--- src/rtl/abr_params_pkg.sv ---
// Shared memory-interface parameters for the ML-DSA accelerator.
package abr_params_pkg;
    localparam int ABR_MEM_ADDR_WIDTH = 15;

    typedef enum logic [1:0] {
        RW_IDLE  = 2'b00,
        RW_READ  = 2'b01,
        RW_WRITE = 2'b10
    } mem_rw_mode_e;
endpackage

--- src/rtl/sigencode_z_defines_pkg.sv ---
// Types and constants shared by the sigencode_z controller and its datapath.
package sigencode_z_defines_pkg;
    import abr_params_pkg::*;

    localparam int API_ADDR_WIDTH = ABR_MEM_ADDR_WIDTH;
    localparam int MLDSA_L        = 7;
    localparam int WORDS_PER_POLY = 64;
    localparam int MEM_RD_LATENCY = 1;
    localparam int ENC_LATENCY    = 1;
    localparam int POLY_CNT_W     = $clog2(MLDSA_L);
    localparam int WORD_CNT_W     = $clog2(WORDS_PER_POLY);

    typedef struct packed {
        mem_rw_mode_e              rd_wr_en;
        logic [API_ADDR_WIDTH-1:0] addr;
    } sig_mem_if_t;

    typedef enum logic [1:0] {
        IDLE,
        READ,
        FLUSH,
        DONE
    } sigencode_z_ctrl_state_e;

    // Word offset of (poly, word) inside the z block, at address width.
    function automatic logic [API_ADDR_WIDTH-1:0] poly_word_offset(
        input logic [POLY_CNT_W-1:0] poly,
        input logic [WORD_CNT_W-1:0] word
    );
        return API_ADDR_WIDTH'(poly) * API_ADDR_WIDTH'(WORDS_PER_POLY) + API_ADDR_WIDTH'(word);
    endfunction
endpackage

--- src/rtl/abr_delay_line.sv ---
// Fixed-depth shift register carrying a valid flag plus payload, with sync clear.
module abr_delay_line #(
    parameter int WIDTH = 1,
    parameter int DEPTH = 1
) (
    input  logic             clk,
    input  logic             rst_b,
    input  logic             clear,
    input  logic             in_valid,
    input  logic [WIDTH-1:0] in_data,
    output logic             out_valid,
    output logic [WIDTH-1:0] out_data,
    output logic             pending
);
    logic [DEPTH-1:0] vld_q;
    logic [WIDTH-1:0] data_q [DEPTH];

    always_ff @(posedge clk or negedge rst_b) begin
        if (!rst_b) begin
            vld_q <= '0;
            for (int i = 0; i < DEPTH; i++) data_q[i] <= '0;
        end else if (clear) begin
            vld_q <= '0;
            for (int i = 0; i < DEPTH; i++) data_q[i] <= '0;
        end else begin
            vld_q[0]  <= in_valid;
            data_q[0] <= in_data;
            for (int i = 1; i < DEPTH; i++) begin
                vld_q[i]  <= vld_q[i-1];
                data_q[i] <= data_q[i-1];
            end
        end
    end

    assign out_valid = vld_q[DEPTH-1];
    assign out_data  = data_q[DEPTH-1];

    // Entries still travelling behind the output stage.
    always_comb begin
        pending = 1'b0;
        for (int i = 0; i < DEPTH-1; i++) pending = pending | vld_q[i];
    end
endmodule

--- src/rtl/sigencode_z_ctrl.sv ---
// Streams all z polynomials from working memory through the encoder into signature memory.
// state | meaning
// IDLE  | waiting for sigencode_z_enable
// READ  | one read request per cycle, 448 back-to-back
// FLUSH | reads finished, draining encoder/write pipeline
// DONE  | one-cycle done pulse
module sigencode_z_ctrl
    import abr_params_pkg::*;
    import sigencode_z_defines_pkg::*;
(
    input  logic                      clk,
    input  logic                      rst_b,
    input  logic                      zeroize,
    input  logic                      sigencode_z_enable,
    input  logic [API_ADDR_WIDTH-1:0] src_base_addr,
    input  logic [API_ADDR_WIDTH-1:0] dest_base_addr,
    output sig_mem_if_t               mem_rd_req,
    output sig_mem_if_t               sig_mem_wr_req,
    output logic                      enc_valid,
    output logic                      busy,
    output logic                      sigencode_z_done
);
    sigencode_z_ctrl_state_e   state_q, state_d;
    logic [POLY_CNT_W-1:0]     poly_cnt, poly_cnt_d;
    logic [WORD_CNT_W-1:0]     word_cnt, word_cnt_d;
    logic [API_ADDR_WIDTH-1:0] src_base_q, src_base_d;
    logic [API_ADDR_WIDTH-1:0] dest_base_q, dest_base_d;
    logic [API_ADDR_WIDTH-1:0] rd_offset_q, rd_offset_d;
    logic                      rd_issue_d, rd_valid;
    logic                      last_word;
    logic [API_ADDR_WIDTH-1:0] enc_offset, wr_offset;
    logic                      enc_pending, wr_valid, wr_pending;

    assign last_word = (poly_cnt == POLY_CNT_W'(MLDSA_L-1)) &&
                       (word_cnt == WORD_CNT_W'(WORDS_PER_POLY-1));
    assign rd_valid  = (mem_rd_req.rd_wr_en == RW_READ);

    // Counters always name the word whose read request is being registered.
    always_comb begin
        state_d     = state_q;
        poly_cnt_d  = poly_cnt;
        word_cnt_d  = word_cnt;
        src_base_d  = src_base_q;
        dest_base_d = dest_base_q;
        rd_issue_d  = 1'b0;
        unique case (state_q)
            IDLE: begin
                if (sigencode_z_enable) begin
                    state_d     = READ;
                    src_base_d  = src_base_addr;
                    dest_base_d = dest_base_addr;
                    poly_cnt_d  = '0;
                    word_cnt_d  = '0;
                    rd_issue_d  = 1'b1;
                end
            end
            READ: begin
                if (last_word) begin
                    state_d = FLUSH;
                end else begin
                    rd_issue_d = 1'b1;
                    if (word_cnt == WORD_CNT_W'(WORDS_PER_POLY-1)) begin
                        word_cnt_d = '0;
                        poly_cnt_d = poly_cnt + 1'b1;
                    end else begin
                        word_cnt_d = word_cnt + 1'b1;
                    end
                end
            end
            FLUSH: begin
                if (!rd_valid && !enc_valid && !enc_pending && !wr_pending) state_d = DONE;
            end
            DONE: state_d = IDLE;
        endcase
        rd_offset_d = poly_word_offset(poly_cnt_d, word_cnt_d);
    end

    always_ff @(posedge clk or negedge rst_b) begin
        if (!rst_b) begin
            state_q     <= IDLE;
            poly_cnt    <= '0;
            word_cnt    <= '0;
            src_base_q  <= '0;
            dest_base_q <= '0;
            rd_offset_q <= '0;
            mem_rd_req  <= '0;
        end else if (zeroize) begin
            state_q     <= IDLE;
            poly_cnt    <= '0;
            word_cnt    <= '0;
            src_base_q  <= '0;
            dest_base_q <= '0;
            rd_offset_q <= '0;
            mem_rd_req  <= '0;
        end else begin
            state_q     <= state_d;
            poly_cnt    <= poly_cnt_d;
            word_cnt    <= word_cnt_d;
            src_base_q  <= src_base_d;
            dest_base_q <= dest_base_d;
            rd_offset_q <= rd_issue_d ? rd_offset_d : '0;
            mem_rd_req.rd_wr_en <= rd_issue_d ? RW_READ : RW_IDLE;
            mem_rd_req.addr     <= rd_issue_d ? src_base_d + rd_offset_d : '0;
        end
    end

    // Read-side delay gives enc_valid; the encoder stage then delays the offset to the write.
    abr_delay_line #(.WIDTH(API_ADDR_WIDTH), .DEPTH(MEM_RD_LATENCY)) u_enc_dly (
        .clk       (clk),
        .rst_b     (rst_b),
        .clear     (zeroize),
        .in_valid  (rd_valid),
        .in_data   (rd_offset_q),
        .out_valid (enc_valid),
        .out_data  (enc_offset),
        .pending   (enc_pending)
    );

    abr_delay_line #(.WIDTH(API_ADDR_WIDTH), .DEPTH(ENC_LATENCY)) u_wr_dly (
        .clk       (clk),
        .rst_b     (rst_b),
        .clear     (zeroize),
        .in_valid  (enc_valid),
        .in_data   (enc_offset),
        .out_valid (wr_valid),
        .out_data  (wr_offset),
        .pending   (wr_pending)
    );

    always_comb begin
        sig_mem_wr_req = '0;
        if (wr_valid) begin
            sig_mem_wr_req.rd_wr_en = RW_WRITE;
            sig_mem_wr_req.addr     = dest_base_q + wr_offset;
        end
    end

    assign busy             = (state_q == READ) || (state_q == FLUSH);
    assign sigencode_z_done = (state_q == DONE);
endmodule

--- config.mk ---
export PLATFORM = sky130hd
export DESIGN_NAME = sigencode_z_ctrl
export DESIGN_NICKNAME = d
export VERILOG_FILES = /design/src/rtl/abr_params_pkg.sv /design/src/rtl/sigencode_z_defines_pkg.sv /design/src/rtl/abr_delay_line.sv /design/src/rtl/sigencode_z_ctrl.sv
export SDC_FILE = /design/constraint.sdc
export NUM_CORES = 1
export LEC_CHECK = 0
export CORE_ASPECT_RATIO = 1.4
export CORE_MARGIN = 3
export CORE_UTILIZATION = 42
export CTS_BUF_LIST = sky130_fd_sc_hd__clkbuf_16
export CTS_CLUSTER_DIAMETER = 50
export DETAILED_ROUTE_END_ITERATION = 8
export PLACE_DENSITY_LB_ADDON = 0.2
export SLEW_MARGIN = 20
export SYNTH_ARGS = -nofsm -noshare
export SYNTH_HDL_FRONTEND = slang
export SYNTH_SLANG_ARGS = --single-unit
--- constraint.sdc ---
create_clock -name clk -period 8.55 [get_ports clk]
set_clock_uncertainty 0.1 [all_clocks]
set_input_delay 1.71 -clock clk [delete_from_list [all_inputs] [get_ports clk]]
set_output_delay 1.71 -clock clk [all_outputs]
set_load 0.01 [all_outputs]
**After elaboration in Yosys (flattened, before gate mapping)**

Index checks and enable logic that the tools add are counted.

- Register bits after elaboration: 105
- Output and inout port bits: 37
- Word-level logic and storage cells: 70

- $add $sub $neg: 5
- Equality and inequality tests: 9
- Multiplexer cells: 34
- Reductions and logical operators: 10

Operator list:

| operator | number |
|---|---|
| $mux 15 | 9 |
| $mux 6 | 4 |
| $mux 10 | 2 |
| $mux 17 | 1 |
| $mux 16 | 1 |
| $add 15x10->15 | 1 |
| $add 15x15->15 | 1 |
| $mux 3 | 4 |
| $pmux 6 s2 | 1 |
| $add 9x6->10 | 1 |
| $ne 3x3->1 const B | 3 |
| $mux 2 | 4 |
| $pmux 2 s4 | 1 |
| $add 6x1->6 const B | 1 |
| $eq 6x6->1 const B | 1 |
| $pmux 3 s2 | 1 |
| $mux 1 | 5 |
| $eq 2x1->1 const B | 2 |
| $eq 2x2->1 const B | 2 |
| $reduce_bool 2->1 | 2 |
| $add 3x1->3 const B | 1 |
| $eq 3x3->1 const B | 1 |
| $reduce_and 3->1 | 1 |
| $logic_and 1x1->1 | 2 |
| other kinds (5) | 6 |

**Depth between registers and ports, before layout**

Gate-level depths: netlist of the first run.

- Depth after elaboration: 8
- Gate-level depth with buffers: 15

**Hierarchy**

Synthesis of the first run repeated with hierarchy kept, for this count alone.

- Cell total of the unflattened synthesis: 545
- Area, all modules: 5260.0 sq um

Modules (own cells, without submodules):

| module | times used | cells each | area each (sq um) | sequential area each (sq um) |
|---|---|---|---|---|
| sigencode_z_ctrl | 1 | 475 | 4149.0 | 1651.6 |
| abr_delay_line | 2 | 35 | 555.5 | 400.4 |

**Least setup slack after synthesis of the first run**

Ideal clock, no wire load.

- Kind: input to register
- Start: input sigencode_z_enable
- End: register mem_rd_req[12] in the netlist's numbering
- Arrival: 3839 ps
- Data required time: 8384 ps
- Slack: 4545 ps
- Stages on the path: 12
- Buffers on the path: 3
- Cell sequence: and2_1 buf_6 buf_2 buf_2 nand2_1 nand2_1 ha_1 a21oi_1 nor3b_1 a211oi_4 a211o_1 nand2_1

- Cells in the longest elaborated chain, start to end: 6
- Elaborated cells between the ends (all ways): 12
- Classes of those cells: 2 x add/sub; 10 x mux

Ends and longest elaborated chain:

| element | RTL line | RTL |
|---|---|---|
| start, declared | sigencode_z_ctrl.sv:14 | `input logic sigencode_z_enable,` |
| $mux 6 or $mux 3 (tied branches) | sigencode_z_ctrl.sv:48 | `if (sigencode_z_enable) begin` |
| $pmux 6 s2 or $pmux 3 s2 (tied branches) | sigencode_z_ctrl.sv:46 | `unique case (state_q)` |
| $add 9x6->10 | sigencode_z_defines_pkg.sv:30 | `return API_ADDR_WIDTH'(poly) * API_ADDR_WIDTH'(WORDS_PER_POLY) + API_ADDR_WIDTH'(word);` |
| $add 15x10->15 | sigencode_z_ctrl.sv:103 | `mem_rd_req.addr <= rd_issue_d ? src_base_d + rd_offset_d : '0;` |
| $mux 15 * | sigencode_z_ctrl.sv:103 |  |
| $mux 16 * | sigencode_z_ctrl.sv:87 | `end else if (zeroize) begin` |
| end, declared | sigencode_z_ctrl.sv:17 | `output sig_mem_if_t mem_rd_req,` |

Mark *: on every way between the ends. The rest lies on a longest branch, timed or not.
A chain may end at the register's enable or synchronous reset.

==> results of run 1 <==
==> layout make-up <==
| type | instances | share of cell area |
|---|---|---|
| multi-input cells | 358 | 0.397 |
| flip-flops and latches | 86 | 0.385 |
| repair buffers | 71 | 0.125 |
| clock buffers | 9 | 0.0403 |
| well taps | 138 | 0.0309 |
| inverters | 19 | 0.0128 |
| clock inverters | 5 | 0.00940 |
==> critical path: stages (launching register included) <==
cell,delay (ps)
dfrtp_1,380
ha_1,240
fa_1,410
a21oi_1,200
o21ai_1,180
a22oi_1,360
o21ai_0,130
a21boi_1,140
clkdlybuf4s50_1,550
==> power breakdown <==
group	internal, mW	switching, mW	total (mW)
Sequential	0.456	0.0326	0.488
Clock	0.221	0.148	0.369
Combinational	0.155	0.225	0.379
==> routing by layer <==
layer | routed length, um | global-route usage
met5 | 0 | 0
met4 | 266 | 0.0867
met3 | 454 | 0.0354
met2 | 5240 | 0.301
met1 | 4260 | 0.218
==> sequential cells by signal (all words and copies together), names as in the netlist <==
signal,cells
dest_base_q,15
mem_rd_req,16
poly_cnt,3
rd_offset_q,9
src_base_q,15
state_q,2
u_enc_dly.out_data,9
u_enc_dly.out_valid,1
u_wr_dly.out_data,9
u_wr_dly.out_valid,1
word_cnt,6
==> placed cells by master (no fill, tap or decap), drive strengths merged, types with 3 or more instances in the layout <==
| master | netlist | final |
|---|---|---|
| dfrtp | 86 | 86 |
| xor2 | 8 | 8 |
| ha | 25 | 25 |
| a211oi | 5 | 5 |
| nor2 | 41 | 41 |
| clkbuf | 13 | 9 |
| nand2 | 84 | 84 |
| inv | 19 | 19 |
| clkinv | 0 | 4 |
| nand2b | 7 | 7 |
| o21ai | 15 | 15 |
| and3 | 4 | 4 |
| a22oi | 3 | 3 |
| nor3 | 3 | 3 |
| nand4 | 7 | 7 |
| nor2b | 22 | 22 |
| a21o | 5 | 5 |
| and2 | 14 | 14 |
| o211ai | 5 | 5 |
| nand3 | 10 | 10 |
| xnor2 | 9 | 9 |
| buf | 11 | 5 |
| a31oi | 3 | 3 |
| clkdlybuf4s50 | 0 | 66 |
| mux2i | 11 | 11 |
| a21oi | 44 | 44 |
| or3 | 5 | 5 |
==> how the worst min path moves through the flow <==
stage / slack, ps / endpoint / depth (start not counted) / startpoint
4_1_cts: 360 / u_enc_dly.out_data[8] / 1 / rd_offset_q[8]
3_3_place_gp: 340 / u_enc_dly.out_data[7] / 1 / rd_offset_q[7]
5_1_grt: 380 / u_wr_dly.out_data[2] / 1 / u_enc_dly.out_data[2]
3_5_place_dp: 350 / u_enc_dly.out_data[8] / 1 / rd_offset_q[8]
2_1_floorplan: 340 / u_enc_dly.out_data[0] / 1 / rd_offset_q[0]
6_report: 360 / u_enc_dly.out_data[8] / 1 / rd_offset_q[8]
==> kinds of logic after synthesis <==
| group | share of synthesized area |
|---|---|
| fa+ha+maj | 0.0773 |
| xor+xnor | 0.0326 |
| compound gates | 0.140 |
| buf+inv | 0.0425 |
| mux | 0.0274 |
| simple gates | 0.207 |
| flops | 0.472 |
| other cells | 0.000822 |
==> impl_metrics.env, run 1 <==
export IMPL_synth_area_mm2=0.00456
export IMPL_arrival_ps=2910
export IMPL_ys_ff_latch=86
export IMPL_critical_path_endpoint="sig_mem_wr_req[12]"
export IMPL_post_drt_wl_per_cell_um=14.9
export IMPL_cts_resized=0
export IMPL_status="finished, final reports clean"
export IMPL_antenna_cells=0
export IMPL_layout_drive_gt1_share=0.0474
export IMPL_postSynthAreaPerCell_um2=9.39
export IMPL_worstMarginPinSlew_ps=762
export IMPL_place_area_mm2=0.00531
export IMPL_yosys_area_top_type="dfrtp_1"
export IMPL_final_max_slew_violation_count=0
export IMPL_clk_latency_ps=330
export IMPL_slew_headroom=0.492
export IMPL_worstRegToRegCells=12
export IMPL_vias_per_cell=5.23
export IMPL_htree_num_levels=3
export IMPL_critPathKind="register to primary output"
export IMPL_drt_wl_total_um=10200
export IMPL_vias=3590
export IMPL_grt_max_degree=87
export IMPL_multiInputGateArea_mm2=0.00222
export IMPL_synthCells=486
export IMPL_cp_startpoint="dest_base_q[0]"
export IMPL_start_kind="register"
export IMPL_rsz0062_at_grt="false"
export IMPL_firstDrtPassIters=4
export IMPL_synth_top_area_share=0.472
export IMPL_finalCoreUtilization=0.532
export IMPL_whs_ps=357
export IMPL_fin_crit_sh=0.552
export IMPL_row_count=44
export IMPL_cts_root_buffer="clkbuf_16"
export IMPL_peakVddDrop_v=0.000110
export IMPL_antenna_found_initial=0
export IMPL_die_height_um=129
export IMPL_routabilityCongestion=0.898
export IMPL_hp_class="register to register"
export IMPL_num_io_pins=71
export IMPL_grt_pass1_vias=3526
export IMPL_finalHoldViolCount=0
export IMPL_layoutNonFillerInstCount=686
export IMPL_worst_r2r_endpoint="mem_rd_req[13]"
export IMPL_dpl_worst_slack_ps=3550
export IMPL_grt_ovfl_total=0
export IMPL_ys_seq_area_frac=0.472
export IMPL_setup_ws_ps=3830
export IMPL_synth_cell_types=54
export IMPL_grt_use_total=0.179
export IMPL_drc_errors=0
export IMPL_final_area_mm2=0.00559
export IMPL_drt_iter0_markers=268
export IMPL_total_power_mw=1.24
export IMPL_antenna_left=0
export IMPL_area_delta_synth_final_pct=22.6
export IMPL_async_flop_share=1.00
export IMPL_synth_area_top_cells="dfrtp_1 47%, nand2_1 6.9%, ha_1 6.9%, a21oi_1 4.6%, nor2_1 3.4%"
export IMPL_min_period_ps=4720
export IMPL_dp_cells=672
export IMPL_cts_tree="built"
export IMPL_io_buffers=68
export IMPL_yosysWarnings=0
export IMPL_crit_reg2reg_launch="state_q[0]"
export IMPL_clkSinkCount=86
export IMPL_initial_core_util=0.434
export IMPL_grt_pass1_wl_um=16900
export IMPL_cts_clk_slew_worst_paths_ps=60
export IMPL_die_area_mm2=0.0122
export IMPL_cts_buffers=9
export IMPL_worst_setup_path_end_kind="primary output"
export IMPL_synth_ff_type="dfrtp_1"
export IMPL_seq_area_mm2=0.00215
export IMPL_clk_path_buf_depth=2
export IMPL_worstPathMaxFanout=5
export IMPL_p_per_area_mw_per_mm2=221
export IMPL_fin_tns_setup_ps=0
export IMPL_timing_reg2reg_setup_slack_ps=4970
export IMPL_post_cts_buffers=0
export IMPL_cellLeakagePower_nw=2.64
export IMPL_setup_viol=0
export IMPL_ctsHoldBuffers=0
export IMPL_detailed_place_hpwl_um=7160
export IMPL_synth_most_common_cell="dfrtp_1"
export IMPL_die_w_um=94.1
export IMPL_synth_common_cells="86 x dfrtp_1, 84 x nand2_1, 42 x a21oi_1, 41 x nor2_1, 25 x ha_1"
export IMPL_drv_cap=0
export IMPL_crit_required_ps=6740
export IMPL_num_nets_final=606
export IMPL_fillers=987
export IMPL_fmax_mhz=212
export IMPL_synth_edf_count=0
export IMPL_fp_coreArea_mm2=0.0105
No activity file was read; power rests on OpenSTA's default activity.
==> run 2, diff against run 1 <==
Clock period 8.55 ns to 4 ns, I/O delays scaled along.
==> impl_metrics.env, run 2 (synthesized netlist as in run 1, its figures left out) <==
export IMPL_place_area_mm2=0.00536
export IMPL_firstDrtPassIters=4
export IMPL_finalHoldViolCount=0
export IMPL_clk_latency_ps=340
export IMPL_cts_root_buffer="clkbuf_16"
export IMPL_hold_path_cell_count=1
export IMPL_min_period_ps=3770
export IMPL_grt_use_total=0.180
export IMPL_final_area_mm2=0.00571
export IMPL_timing_reg2reg_setup_slack_ps=590
export IMPL_final_max_slew_violation_count=0
export IMPL_num_io_pins=71
export IMPL_largest_register="mem_rd_req"
export IMPL_grt_max_degree=87
export IMPL_antenna_left=0
export IMPL_cts_buffers=9
export IMPL_grt_pass1_vias=3505
export IMPL_crit_required_ps=3100
export IMPL_largest_reg_flops=16
export IMPL_routabilityCongestion=0.887
export IMPL_area_delta_synth_final_pct=25.2
export IMPL_worst_r2r_endpoint="mem_rd_req[12]"
export IMPL_worstPathMaxFanout=3
export IMPL_final_common_cell="dfrtp_1"
export IMPL_hp_class="register to register"
export IMPL_p_per_area_mw_per_mm2=491
export IMPL_status="finished, final reports clean"
export IMPL_clkSinkCount=86
export IMPL_dp_cells=679
export IMPL_cellLeakagePower_nw=2.69
export IMPL_die_w_um=94.1
export IMPL_worstRegToRegCells=12
export IMPL_fin_tns_setup_ps=0
export IMPL_cts_clk_slew_worst_paths_ps=60
export IMPL_cts_tree="built"
export IMPL_clk_path_buf_depth=2
export IMPL_htree_num_levels=3
export IMPL_num_nets_final=613
export IMPL_crit_reg2reg_launch="word_cnt[0]"
export IMPL_die_height_um=129
export IMPL_peakVddDrop_v=0.000260
export IMPL_drt_iter0_markers=198
export IMPL_io_buffers=68
export IMPL_vias=3578
export IMPL_rsz0062_at_grt="false"
export IMPL_whs_ps=354
export IMPL_hold_end="u_enc_dly.out_data[6]"
export IMPL_fmax_mhz=265
export IMPL_post_drt_wl_per_cell_um=14.6
export IMPL_worst_setup_path_end_kind="primary output"
export IMPL_fin_crit_sh=0.942
export IMPL_drv_cap=0
export IMPL_critPathKind="register to primary output"
export IMPL_total_power_mw=2.80
export IMPL_worstMarginPinSlew_ps=777
export IMPL_drc_errors=0
export IMPL_layout_drive_gt1_share=0.0628
export IMPL_die_area_mm2=0.0122
export IMPL_hold_start="rd_offset_q[6]"
export IMPL_row_count=44
export IMPL_antenna_found_initial=0
export IMPL_initial_core_util=0.434
export IMPL_start_kind="register"
export IMPL_layoutNonFillerInstCount=695
export IMPL_fp_coreArea_mm2=0.0105
export IMPL_setup_viol=0
export IMPL_arrival_ps=2870
export IMPL_grt_pass1_wl_um=17200
export IMPL_antenna_cells=0
export IMPL_detailed_place_hpwl_um=7270
export IMPL_vias_per_cell=5.15
export IMPL_drt_wl_total_um=10100
export IMPL_grt_ovfl_total=0
export IMPL_reg_top3="mem_rd_req x16, dest_base_q x15, src_base_q x15"
export IMPL_final_cell_mix="86 x dfrtp_1, 84 x nand2_1, 66 x clkdlybuf4s50_1"
export IMPL_slew_headroom=0.482
run 2: repair_timing:
item	in CTS	in global routing
hold buffers	0	0
setup buffers	0	0
setup endpoints to repair	0	1
gates resized for setup	0	1
hold endpoints to repair	0	0
run 2: report_power, final:
group | internal (mW) | switching (mW) | leakage [nW] | total, mW
Clock | 0.607 | 0.329 | 0.165 | 0.936
Combinational | 0.343 | 0.482 | 1.35 | 0.826
Sequential | 0.974 | 0.0669 | 1.18 | 1.04
run 2: worst max path at each step:
stage / startpoint / to / slack, ps / cells past startpoint
final: dest_base_q[0] / sig_mem_wr_req[8] / 230 / 8
after global routing: dest_base_q[0] / sig_mem_wr_req[8] / 80 / 8
after CTS: dest_base_q[0] / sig_mem_wr_req[10] / 140 / 8
after detailed placement: sigencode_z_enable / mem_rd_req[12] / 210 / 12
after global placement: sigencode_z_enable / mem_rd_req[12] / 230 / 12
after floorplan: sigencode_z_enable / mem_rd_req[12] / 910 / 12
run 2: final cells by class:
| class | count | area (um2) |
|---|---|---|
| Clock inverter | 7 | 111 |
| Tap cell | 138 | 173 |
| Timing Repair Buffer | 78 | 752 |
| Multi-Input combinational cell | 358 | 2220 |
| Inverter | 19 | 71.3 |
| Fill cell | 958 | 4810 |
| Sequential cell | 86 | 2150 |
| Clock buffer | 9 | 225 |
run 2: per-stage QoR:
stage                     worst slack [ps]   util
after floorplan                        905      -
after global placement                 235  0.510
after detailed placement               214  0.510
after CTS                              136  0.542
after global routing                  78.5  0.543
final                                  233  0.543
run 2: critical path: stages, from the launching register on:
cell,delay (ps)
dfrtp_1,380
ha_1,240
fa_1,410
a21oi_1,200
o21ai_1,190
nand3_1,140
mux2_1,320
o211ai_1,90
clkdlybuf4s50_1,560
run 2: routing by layer:
metal	wire [um]	track usage	up-vias
met1	4230	0.231	1703
met4	205	0.0740	0
met5	0	0	-
met2	5230	0.303	88
met3	449	0.0279	14
li1	-	-	1773
